`src/rtl/mem_arb_pkg.sv`:
```
// Shared types and constants for the two-port (I/D cache) main-memory arbiter.
// Optional round-robin arbitration is enabled by defining MEM_ARB_ROUND_ROBIN_EN.
package mem_arb_pkg;

  typedef enum logic [2:0] {
    ST_IDLE    = 3'd0,
    ST_GRANT_I = 3'd1,
    ST_GRANT_D = 3'd2,
    ST_RESP_I  = 3'd3,
    ST_RESP_D  = 3'd4
  } arb_state_t;

  localparam int DEF_ADDR_W  = 28;
  localparam int DEF_BLOCK_W = 128;

  localparam logic PORT_I = 1'b0;
  localparam logic PORT_D = 1'b1;

endpackage

```
`src/rtl/arb_grant_sel.sv`:
```
// Combinational winner selection between the I and D cache requests.
// MEM_ARB_ROUND_ROBIN_EN: a tie goes to the port not granted last; otherwise D always wins.
module arb_grant_sel
  import mem_arb_pkg::*;
(
  input  logic i_req_i,
  input  logic i_req_d,
  input  logic i_last_grant,
  output logic o_winner
);

`ifdef MEM_ARB_ROUND_ROBIN_EN
  always_comb begin
    o_winner = PORT_I;
    if (i_req_i && i_req_d) begin
      o_winner = ~i_last_grant;
    end else if (i_req_d) begin
      o_winner = PORT_D;
    end
  end
`else
  // Fixed priority has no use for the last-grant history.
  logic w_unused_last;
  assign w_unused_last = i_last_grant;
  assign o_winner      = i_req_d ? PORT_D : PORT_I;
`endif

endmodule

```
`src/rtl/mem_bus_arbiter.sv`:
```
// Arbitrates instruction- and data-cache block requests onto one main-memory port.
// Define MEM_ARB_ROUND_ROBIN_EN for round-robin ties; default is fixed D-over-I priority.
//
// Handshake: a cache holds its request (and address/data) until its BUSYWAIT drops;
// BUSYWAIT is low for exactly the single RESP cycle, and the cache drops or changes its
// request at the following edge. Memory holds MEM_BUSYWAIT high while an operation runs.
module mem_bus_arbiter
  import mem_arb_pkg::*;
#(
  parameter int ADDR_W  = DEF_ADDR_W,
  parameter int BLOCK_W = DEF_BLOCK_W
) (
  input  logic               CLK,
  input  logic               RESET_N,
  input  logic               I_READ,
  input  logic [ADDR_W-1:0]  I_ADDRESS,
  output logic [BLOCK_W-1:0] I_READDATA,
  output logic               I_BUSYWAIT,
  input  logic               D_READ,
  input  logic               D_WRITE,
  input  logic [ADDR_W-1:0]  D_ADDRESS,
  input  logic [BLOCK_W-1:0] D_WRITEDATA,
  output logic [BLOCK_W-1:0] D_READDATA,
  output logic               D_BUSYWAIT,
  output logic               MEM_READ,
  output logic               MEM_WRITE,
  output logic [ADDR_W-1:0]  MEM_ADDRESS,
  output logic [BLOCK_W-1:0] MEM_WRITEDATA,
  input  logic [BLOCK_W-1:0] MEM_READDATA,
  input  logic               MEM_BUSYWAIT,
  output logic [2:0]         o_dbg_state
);

  arb_state_t         r_state;
  logic               r_mem_read;
  logic               r_mem_write;
  logic [ADDR_W-1:0]  r_mem_addr;
  logic [BLOCK_W-1:0] r_mem_wdata;
  logic [BLOCK_W-1:0] r_i_rdata;
  logic [BLOCK_W-1:0] r_d_rdata;

  logic w_d_req;
  logic w_winner;
  logic w_last_grant;

  assign w_d_req = D_READ | D_WRITE;

`ifdef MEM_ARB_ROUND_ROBIN_EN
  logic r_last_grant;
  assign w_last_grant = r_last_grant;
`else
  assign w_last_grant = PORT_I;
`endif

  arb_grant_sel u_grant_sel (
    .i_req_i      (I_READ),
    .i_req_d      (w_d_req),
    .i_last_grant (w_last_grant),
    .o_winner     (w_winner)
  );

  always_ff @(posedge CLK or negedge RESET_N) begin
    if (!RESET_N) begin
      r_state     <= ST_IDLE;
      r_mem_read  <= 1'b0;
      r_mem_write <= 1'b0;
      r_mem_addr  <= '0;
      r_mem_wdata <= '0;
      r_i_rdata   <= '0;
      r_d_rdata   <= '0;
`ifdef MEM_ARB_ROUND_ROBIN_EN
      r_last_grant <= PORT_I;
`endif
    end else begin
      case (r_state)
        ST_IDLE: begin
          if (I_READ || w_d_req) begin
`ifdef MEM_ARB_ROUND_ROBIN_EN
            r_last_grant <= w_winner;
`endif
            if (w_winner == PORT_D) begin
              r_state     <= ST_GRANT_D;
              r_mem_write <= D_WRITE;
              r_mem_read  <= ~D_WRITE;
              r_mem_addr  <= D_ADDRESS;
              r_mem_wdata <= D_WRITEDATA;
            end else begin
              r_state     <= ST_GRANT_I;
              r_mem_write <= 1'b0;
              r_mem_read  <= 1'b1;
              r_mem_addr  <= I_ADDRESS;
            end
          end
        end
        ST_GRANT_I: begin
          if (!MEM_BUSYWAIT) begin
            r_mem_read <= 1'b0;
            // A request withdrawn mid-grant still finishes on memory; its data is dropped.
            if (I_READ) begin
              r_i_rdata <= MEM_READDATA;
              r_state   <= ST_RESP_I;
            end else begin
              r_state   <= ST_IDLE;
            end
          end
        end
        ST_GRANT_D: begin
          if (!MEM_BUSYWAIT) begin
            r_mem_read  <= 1'b0;
            r_mem_write <= 1'b0;
            if (w_d_req) begin
              if (r_mem_read) begin
                r_d_rdata <= MEM_READDATA;
              end
              r_state <= ST_RESP_D;
            end else begin
              r_state <= ST_IDLE;
            end
          end
        end
        ST_RESP_I: r_state <= ST_IDLE;
        ST_RESP_D: r_state <= ST_IDLE;
        default:   r_state <= ST_IDLE;
      endcase
    end
  end

  assign I_BUSYWAIT    = I_READ  && (r_state != ST_RESP_I);
  assign D_BUSYWAIT    = w_d_req && (r_state != ST_RESP_D);
  assign MEM_READ      = r_mem_read;
  assign MEM_WRITE     = r_mem_write;
  assign MEM_ADDRESS   = r_mem_addr;
  assign MEM_WRITEDATA = r_mem_wdata;
  assign I_READDATA    = r_i_rdata;
  assign D_READDATA    = r_d_rdata;
  assign o_dbg_state   = r_state;

endmodule
```
`config.mk`:
```
export PLATFORM = sky130hd
export DESIGN_NAME = mem_bus_arbiter
export DESIGN_NICKNAME = d
export VERILOG_FILES = /design/src/rtl/mem_arb_pkg.sv /design/src/rtl/arb_grant_sel.sv /design/src/rtl/mem_bus_arbiter.sv
export SDC_FILE = /design/constraint.sdc
export NUM_CORES = 1
export LEC_CHECK = 0
export ABC_AREA = 1
export CAP_MARGIN = 0
export CORE_AREA = 4 4 288 290
export DETAILED_ROUTE_END_ITERATION = 10
export DIE_AREA = 0 0 292 294
export GPL_ROUTABILITY_DRIVEN = 0
export PLACE_DENSITY = 0.49
export SYNTH_ARGS = -nofsm -noshare
export SYNTH_HDL_FRONTEND = slang
export SYNTH_SLANG_ARGS = --single-unit
export TNS_END_PERCENT = 50
```
`constraint.sdc`:
```
create_clock -name CLK -period 1.97 [get_ports CLK]
set_input_delay 0.2955 -clock CLK [delete_from_list [all_inputs] [get_ports CLK]]
set_output_delay 0.2955 -clock CLK [all_outputs]
set_load 0.005 [all_outputs]
```
==> results of run 1 <==
worst reg2reg max path: stages, from the launching register on:
cell	delay, ns
dfrtp_2	0.46
buf_4	0.16
inv_1	0.08
nand2_1	0.13
nor2_4	0.22
nand3_4	0.15
buf_12	0.22
nand2_1	0.24
nand2_1	0.07
area by class of cell:
| cell class | instances | share of cell area (%) |
|---|---|---|
| antenna | 3 | 0.0270 |
| clock buffer | 72 | 5.18 |
| clock inverter | 19 | 0.782 |
| inverter | 138 | 1.86 |
| multi-input combinational | 1238 | 19.3 |
| sequential | 417 | 37.5 |
| tap | 1060 | 4.76 |
| timing repair buffer | 830 | 30.6 |
through the flow:
step	utilization, %	power (mW)
after floorplan	-	20.9
final	34.7	42.8
after CTS	34.7	43.6
after detailed placement	32.6	33.8
after global placement	32.6	33.6
after global routing	34.7	45.7
metal layers:
layer	GRT usage, %	up-vias	wire length (µm)
li1	-	7635	-
met1	18.6	7577	28200
met2	27.4	588	35300
met3	5.26	117	5780
met4	5.40	6	2340
met5	0	-	40
synth_stat cells:
cell type / number
nand2_1: 829
dfrtp_1: 417
nand3_1: 137
inv_1: 136
nand4_1: 129
o21ai_0: 94
clkbuf_1: 63
buf_2: 51
o21ai_1: 34
buf_1: 14
nor2_1: 10
buf_4: 9
inv_2: 2
nor2_2: 2
a21oi_1: 1
a31oi_1: 1
nor3_1: 1
final timing paths:
check                                            from                            end  slack, ns  cells past startpoint
max                        o_dbg_state[0]$_DFFE_PN0P_                 o_dbg_state[0]       0.09                      1
min                                   D_WRITEDATA[63]  MEM_WRITEDATA[63]$_DFFE_PN0P_       0.27                      3
max reg2reg                o_dbg_state[0]$_DFFE_PN0P_     D_READDATA[59]$_DFFE_PN0P_       0.13                      8
min reg2reg                D_READDATA[91]$_DFFE_PN0P_     D_READDATA[91]$_DFFE_PN0P_       0.47                      2
max in group asynchronous                     RESET_N     D_READDATA[15]$_DFFE_PN0P_       0.95                      3
min in group asynchronous                     RESET_N     I_READDATA[66]$_DFFE_PN0P_       0.30                      2
flip-flops by register name (all words and copies together) (netlist names):
| register | flops |
|---|---|
| I_READDATA | 128 |
| MEM_ADDRESS | 28 |
| MEM_WRITEDATA | 128 |
| MEM_WRITE | 1 |
| MEM_READ | 1 |
| o_dbg_state | 3 |
| D_READDATA | 128 |
power groups by stage:
stage | combinational [mW] | sequential, mW | clock, mW
final | 18.6 | 14.8 | 9.36
after global routing | 20.4 | 15.3 | 10.0
after CTS | 19.0 | 14.9 | 9.69
after detailed placement | 19.0 | 14.9 | 0
after global placement | 18.8 | 14.8 | 0
after floorplan | 6.10 | 14.8 | 0
logic make-up (layout without fill, tap and decap cells):
group / Yosys count / in the layout / synth area share [%]
and+or+nand+nor: 1108 / 1108 / 27.6
DFF: 417 / 417 / 61.8
AOI/OAI and AO/OA: 130 / 130 / 3.86
other: 0 / 3 / 0
buffers and inverters: 275 / 1059 / 6.69
repair_timing:
action,4_1_cts,5_1_grt
endpoints found under the hold margin,36,0
hold buffers,1,0
setup buffers,2,1
gates resized for setup,9,3
setup endpoints to repair,7,1
==> flow_summary.toml, run 1 <==
[run_status]
status = "finished clean"

[placed_design]
numPortBuffers = 736
hpwl_mm = 54.4
placed_area_mm2 = 0.0261
dpl.cell_count = 3679
post-place-ws_ns = 0.0430

[cells_and_area]
seqCellArea_mm2 = 0.0104
drive_gt1_share_pct = 7.00
final_common_cell = "nand2_1"
multi_input_area_mm2 = 0.00539
nets = 2992
finalInstanceArea_mm2 = 0.0279
fill_cells = 8165
stdcell_count = 3777
area_delta_synth_final_pct = 65.1
layout_common_cells = "nand2_1, clkdlybuf4s50_1, dfrtp_1"

[route]
finalWirelength_mm = 71.7
ant_nets = 0
vias_per_cell = 4.22
drt_first_pass_iters = 5
drc = 0
wire_per_inst_um = 19.0
drt_first_iter_violations = 924
vias = 15900

[worst_setup_path]
crit_path_top_delay_cell = "clkdlybuf4s50_1"
cp_top_family = "buffers and inverters"
crit_type = "flop to primary output"
arrival_ns = 1.58
crit_fanout = 6
crit_required_ns = 1.67
end_kind = "primary output"
worstPathCellList = "clkdlybuf4s50_1"
max_stage_delay_ns = 0.56
crit_path_start_kind = "flop"
crit_buf_inv = 1

[power]
switching_power_mw = 14.8
cellLeakagePower_nw = 13.5
power_density_mw_per_mm2 = 1540
power_frac_seq_pct = 34.7
p_int_mw = 27.9
switching_share_pct = 34.7
combPwrFrac_pct = 43.4
peakVddDrop_mv = 0.679
power.share.clock_pct = 21.9

[synthesis]
yosysTopAreaCell = "dfrtp_1"
netlist_top_cells_area = "dfrtp_1, nand2_1, nand4_1"
synth_area_per_cell_um2 = 8.74
ys_warn_count = 0
ys_types = 17
ys_seq_area_share_pct = 61.8
ys_ff_latch = 417
synth_cells = 1930
syn_area_mm2 = 0.0169
synth_top_area_share_pct = 61.8
syn-num-nets = 2248

[grt]
antenna_found_initial = 7
grt_max_degree = 80
grt_pass1_vias = 16500
grt_use_total_pct = 15.9
grt_overflow = 0
grt_pass1_wl_mm = 106

[clocking]
root_buffer = "clkbuf_16"
cts.sinks = 417
ctsLongestPathBuffers = 3
numCtsBuffers = 49
htree_levels = 2
insertion_delay_ns = 0.58
cts_tree = "yes"
cts.reportedPaths.clkPinSlew_ns = 0.07

[timing]
finClkSkew_ns = 0.0153
setup_ws_ns = 0.0937
hold_violations = 0
relSlewSlack_pct = 58.4
rsz0062_at_grt = "no"
period_minus_slack_ns = 1.88
fin_worst_hold_slack_ns = 0.273
worstMarginPinSlew_ns = 0.623
period_share_pct = 95.2
clock.fmax_mhz = 533
maxSlewViolCount = 0
setup_violations = 0
fin_tns_setup_ns = 0

[floorplan]
die_x_um = 292
chipHeight_um = 294
dieArea_mm2 = 0.0858
io_pins = 737
start_util_pct = 21.0
coreArea_mm2 = 0.0803
num_rows = 104

[run]
cap_violations = 0

[worst_hold_path]
holdCritPathClass = "primary input to flop"
(Power assumes the default switching activity.)
==> run 2, diff against run 1 <==
--- a/config.mk
+++ b/config.mk
@@ -7,11 +7,11 @@
 export LEC_CHECK = 0
 export ABC_AREA = 1
 export CAP_MARGIN = 0
-export CORE_AREA = 4 4 288 290
+export CORE_AREA = 4 4 282 284
 export DETAILED_ROUTE_END_ITERATION = 10
-export DIE_AREA = 0 0 292 294
+export DIE_AREA = 0 0 286 288
 export GPL_ROUTABILITY_DRIVEN = 0
-export PLACE_DENSITY = 0.49
+export PLACE_DENSITY = 0.5
 export SYNTH_ARGS = -nofsm -noshare
 export SYNTH_HDL_FRONTEND = slang
 export SYNTH_SLANG_ARGS = --single-unit
==> flow_summary.toml, run 2 (synthesis results as in run 1) <==
[power]
power_mw = 43.4
switching_power_mw = 14.9
peakVddDrop_mv = 0.770
power.share.clock_pct = 22.5
switching_share_pct = 34.3
cellLeakagePower_nw = 13.5
combPwrFrac_pct = 43.3
power_density_mw_per_mm2 = 1550
power_frac_seq_pct = 34.2
p_int_mw = 28.5

[worst_setup_path]
crit_type = "flop to primary output"
crit_path_top_delay_cell = "clkdlybuf4s50_1"
cp_top_family = "buffers and inverters"
endpoint = "MEM_WRITEDATA[125]"
r2r-start = "o_dbg_state[2]$_DFFE_PN0P_"
crit_path_start_kind = "flop"
crit_buf_inv = 1
worstRegToRegCells = 7
arrival_ns = 1.60
crit_fanout = 2
end_kind = "primary output"
max_stage_delay_ns = 0.66
crit_cells = 1
crit_path_start = "MEM_WRITEDATA[125]$_DFFE_PN0P_"
timing.rr.end = "D_READDATA[77]$_DFFE_PN0P_"
worstPathCellList = "clkdlybuf4s50_1"
reg2reg_slack_ns = 0.17
crit_required_ns = 1.67

[cells_and_area]
drive_gt1_share_pct = 7.18
area_delta_synth_final_pct = 65.3
nets = 2997
layout_common_cells = "nand2_1, clkdlybuf4s50_1, dfrtp_1"
final_util_pct = 36.2
final_common_cell = "nand2_1"

[clocking]
ctsLongestPathBuffers = 3
root_buffer = "clkbuf_16"
htree_levels = 2
insertion_delay_ns = 0.58
cts_tree = "yes"
numCtsBuffers = 49
cts.sinks = 417
cts.reportedPaths.clkPinSlew_ns = 0.06

[floorplan]
coreArea_mm2 = 0.0771
die_x_um = 286
start_util_pct = 21.9
io_pins = 737
dieArea_mm2 = 0.0824
chipHeight_um = 288
num_rows = 102

[route]
met2WireLength_mm = 35.6
drc = 0
drt_first_pass_iters = 4
routed.top_layer = "met4"
drt_first_iter_violations = 853
wire_per_inst_um = 19.0
finalWirelength_mm = 71.3
vias = 16000
drt-met1-wl_mm = 27.7
ant_nets = 0
vias_per_cell = 4.25
wl_met3_mm = 5.94

[timing]
period_minus_slack_ns = 1.90
relSlewSlack_pct = 63.4
worstMarginPinSlew_ns = 0.548
maxSlewViolCount = 0
finClkSkew_ns = 0.0171
hold_violations = 0
clock.fmax_mhz = 527
setup_violations = 0
period_share_pct = 96.3

[grt]
antenna_found_initial = 3
grt_max_degree = 66
grt_use_total_pct = 16.6
grt_pass1_vias = 16700
grt_overflow = 0
grt_pass1_wl_mm = 105

[worst_hold_path]
holdCritPathClass = "primary input to async pin"

[run]
cap_violations = 0

[placed_design]
hpwl_mm = 54.5
numPortBuffers = 736

[run_status]
status = "finished clean"
[run 2: what timing repair did]
action | 4_1_cts | 5_1_grt
hold buffers | 1 | 0
endpoints found under the hold margin | 57 | 0
buffers inserted | 2 | 0
endpoints found under the setup margin | 9 | 3
resized for setup | 13 | 2
[run 2: per-layer routing]
metal	vias up	track usage (%)
met5	-	0
met4	0	5.15
met3	89	5.12
met2	604	29.2
met1	7615	19.4
li1	7661	-
[run 2: worst min path at each step]
stage	endpoint	cells past startpoint	startpoint	slack, ns
floorplan	D_READDATA[0]$_DFFE_PN0P_	0	RESET_N	-0.00009
CTS	D_READDATA[68]$_DFFE_PN0P_	2	RESET_N	0.21
detailed placement	I_READDATA[9]$_DFFE_PN0P_	1	RESET_N	0.24
global route	D_READDATA[8]$_DFFE_PN0P_	2	RESET_N	0.22
finish	D_READDATA[8]$_DFFE_PN0P_	2	RESET_N	0.23
global placement	I_READDATA[26]$_DFFE_PN0P_	1	RESET_N	0.24
[run 2: metrics by stage]
stage	hold WS, ns	setup WS [ns]	TNS, ns	area [µm²]	instances
final	0.235	0.0730	0	27900	3759
after global routing	0.222	-0.00618	-0.00771	27900	3759
after CTS	0.210	0.00548	0	27900	3757
after detailed placement	0.240	0.0206	0	26100	3666
after global placement	0.243	0.0177	0	26100	3666
after floorplan	-0.0000911	0.562	0	16900	1930
[run 2: layout make-up]
type / instances / area [µm²]
multi-input cells: 1238 / 5390
repair buffers: 835 / 8510
clock inverters: 20 / 295
well taps: 1040 / 1300
clock buffers: 68 / 1440
fillers: 7913 / 49200
inverters: 138 / 518
flip-flops and latches: 417 / 10400
diodes: 3 / 7.51
[run 2: power by group through the flow]
| stage | combinational [mW] | sequential (mW) | clock [mW] |
|---|---|---|---|
| 5_1_grt | 20.5 | 15.3 | 10.4 |
| 2_1_floorplan | 6.10 | 14.8 | 0 |
| 6_report | 18.8 | 14.8 | 9.75 |
| 3_5_place_dp | 19.2 | 14.9 | 0 |
| 4_1_cts | 19.2 | 14.9 | 10.1 |
| 3_3_place_gp | 19.0 | 14.8 | 0 |
==> run 3, diff against run 2 <==
--- a/config.mk
+++ b/config.mk
@@ -6,12 +6,14 @@
 export NUM_CORES = 1
 export LEC_CHECK = 0
 export ABC_AREA = 1
+export ABC_CLOCK_PERIOD_IN_PS = 1970
 export CAP_MARGIN = 0
 export CORE_AREA = 4 4 282 284
+export CTS_BUF_LIST = sky130_fd_sc_hd__clkbuf_16
 export DETAILED_ROUTE_END_ITERATION = 10
 export DIE_AREA = 0 0 286 288
 export GPL_ROUTABILITY_DRIVEN = 0
-export PLACE_DENSITY = 0.5
+export PLACE_DENSITY = 0.48
 export SYNTH_ARGS = -nofsm -noshare
 export SYNTH_HDL_FRONTEND = slang
 export SYNTH_SLANG_ARGS = --single-unit
==> flow_summary.toml, run 3 (synthesis results as in run 1) <==
[run_status]
status = "finished clean"

[floorplan]
start_util_pct = 21.9
die_x_um = 286
chipHeight_um = 288
num_rows = 102
io_pins = 737
dieArea_mm2 = 0.0824
coreArea_mm2 = 0.0771

[cells_and_area]
nets = 2991
drive_gt1_share_pct = 6.31
layout_common_cells = "nand2_1, clkdlybuf4s50_1, dfrtp_1"
stdcell_count = 3753
final_common_cell = "nand2_1"
area_delta_synth_final_pct = 63.9
finalInstanceArea_mm2 = 0.0277
final_util_pct = 35.9

[clocking]
cts.reportedPaths.clkPinSlew_ns = 0.06
ctsLongestPathBuffers = 3
post_cts_buffers = 0
cts_tree = "yes"
root_buffer = "clkbuf_16"
numCtsBuffers = 49
insertion_delay_ns = 0.58
htree_levels = 2
cts.sinks = 417

[worst_setup_path]
crit_type = "flop to primary output"
worstPathCellList = "clkdlybuf4s50_1"
end_kind = "primary output"
crit_required_ns = 1.67
crit_fanout = 7
worstRegToRegCells = 7
crit_path_start_kind = "flop"
max_stage_delay_ns = 0.58
crit_buf_inv = 1
crit_path_top_delay_cell = "clkdlybuf4s50_1"
arrival_ns = 1.59
timing.rr.end = "D_READDATA[57]$_DFFE_PN0P_"
r2r-start = "o_dbg_state[0]$_DFFE_PN0P_"
cp_top_family = "buffers and inverters"
reg2reg_slack_ns = 0.27

[timing]
setup_violations = 0
worstMarginPinSlew_ns = 0.510
period_minus_slack_ns = 1.88
maxSlewViolCount = 0
relSlewSlack_pct = 66.0
clock.fmax_mhz = 531
period_share_pct = 95.6
rsz0062_at_grt = "no"
finClkSkew_ns = 0.0221
hold_violations = 0
setup_ws_ns = 0.0874

[placed_design]
post-place-ws_ns = -0.0394
placed_area_mm2 = 0.0261
hpwl_mm = 54.1
dpl.cell_count = 3661
numPortBuffers = 736

[grt]
grt_overflow = 0
grt_pass1_wl_mm = 106
grt_use_total_pct = 16.8
grt_pass1_vias = 16600
antenna_found_initial = 6
grt_max_degree = 58

[worst_hold_path]
holdCritPathClass = "primary input to async pin"

[run]
cap_violations = 0

[route]
drc = 0
drt_first_iter_violations = 910
vias = 16000
vias_per_cell = 4.25
wire_per_inst_um = 19.1
drt_first_pass_iters = 6
ant_nets = 0
finalWirelength_mm = 71.7

[power]
peakVddDrop_mv = 0.674
power_density_mw_per_mm2 = 1520
cellLeakagePower_nw = 13.4
==> run 3: changes by cell type in the layout (fill, tap and decap cells not counted), moves of 4 or more <==
| cell | delta |
|---|---|
| buf_4 | -8 |
| bufinv_16 | -4 |
| clkbuf_1 | -7 |
| clkinv_1 | +15 |
| clkbuf_8 | -10 |
| inv_1 | +11 |
==> run 3: repair_timing <==
action / CTS / global route
hold buffers: 1 / 0
resized for setup: 12 / 1
hold endpoints to repair: 29 / 0
endpoints found under the setup margin: 10 / 1
==> run 3: routing by layer <==
layer / part of all wire [%] / global-route usage, %
met5: 0.038 / 0
met4: 2.8 / 4.73
met3: 9.1 / 5.85
met2: 50 / 29.4
met1: 38 / 19.4
==> run 3: worst max-delay path by stage <==
stage                               start                          end  cells after the start
6_report       o_dbg_state[0]$_DFFE_PN0P_               o_dbg_state[0]                      1
3_5_place_dp                       I_READ    I_READDATA[6]$_DFFE_PN0P_                      8
2_1_floorplan  o_dbg_state[0]$_DFFE_PN0P_  MEM_ADDRESS[18]$_DFFE_PN0P_                      8
3_3_place_gp                      D_WRITE                   D_BUSYWAIT                      4
5_1_grt        I_READDATA[10]$_DFFE_PN0P_               I_READDATA[10]                      1
4_1_cts         I_READDATA[8]$_DFFE_PN0P_                I_READDATA[8]                      1
==> run 3: worst register-to-register path: stages, from the launching register on <==
cell     delay [ns]
dfrtp_2        0.46
inv_1          0.11
nand2_1        0.14
nor2_4         0.17
nand3_4        0.26
buf_12         0.27
nand2_1        0.13
nand2_1        0.06
==> run 3: final cells by class <==
class | count | area (µm²)
diodes | 2 | 5.00
repair buffers | 829 | 8490
well taps | 1040 | 1300
multi-input cells | 1238 | 5390
fillers | 7954 | 49400
clock inverters | 38 | 239
clock buffers | 51 | 1280
flip-flops and latches | 417 | 10400
inverters | 138 | 518
==> run 3: where the power goes <==
| group | leakage, nW | switching, mW | total, mW | internal, mW |
|---|---|---|---|---|
| Combinational | 7.37 | 8.72 | 18.5 | 9.82 |
| Sequential | 5.26 | 2.29 | 14.8 | 12.5 |
| Clock | 0.785 | 3.73 | 8.76 | 5.03 |
==> run 3: through the flow <==
step           TNS [ns]  power (mW)  hold WS [ns]
2_1_floorplan         0        20.9    -0.0000911
3_3_place_gp     -0.227        33.6         0.247
3_5_place_dp     -0.331        33.8         0.254
4_1_cts               0        42.9         0.206
5_1_grt               0        45.0         0.234
6_report              0        42.1         0.240
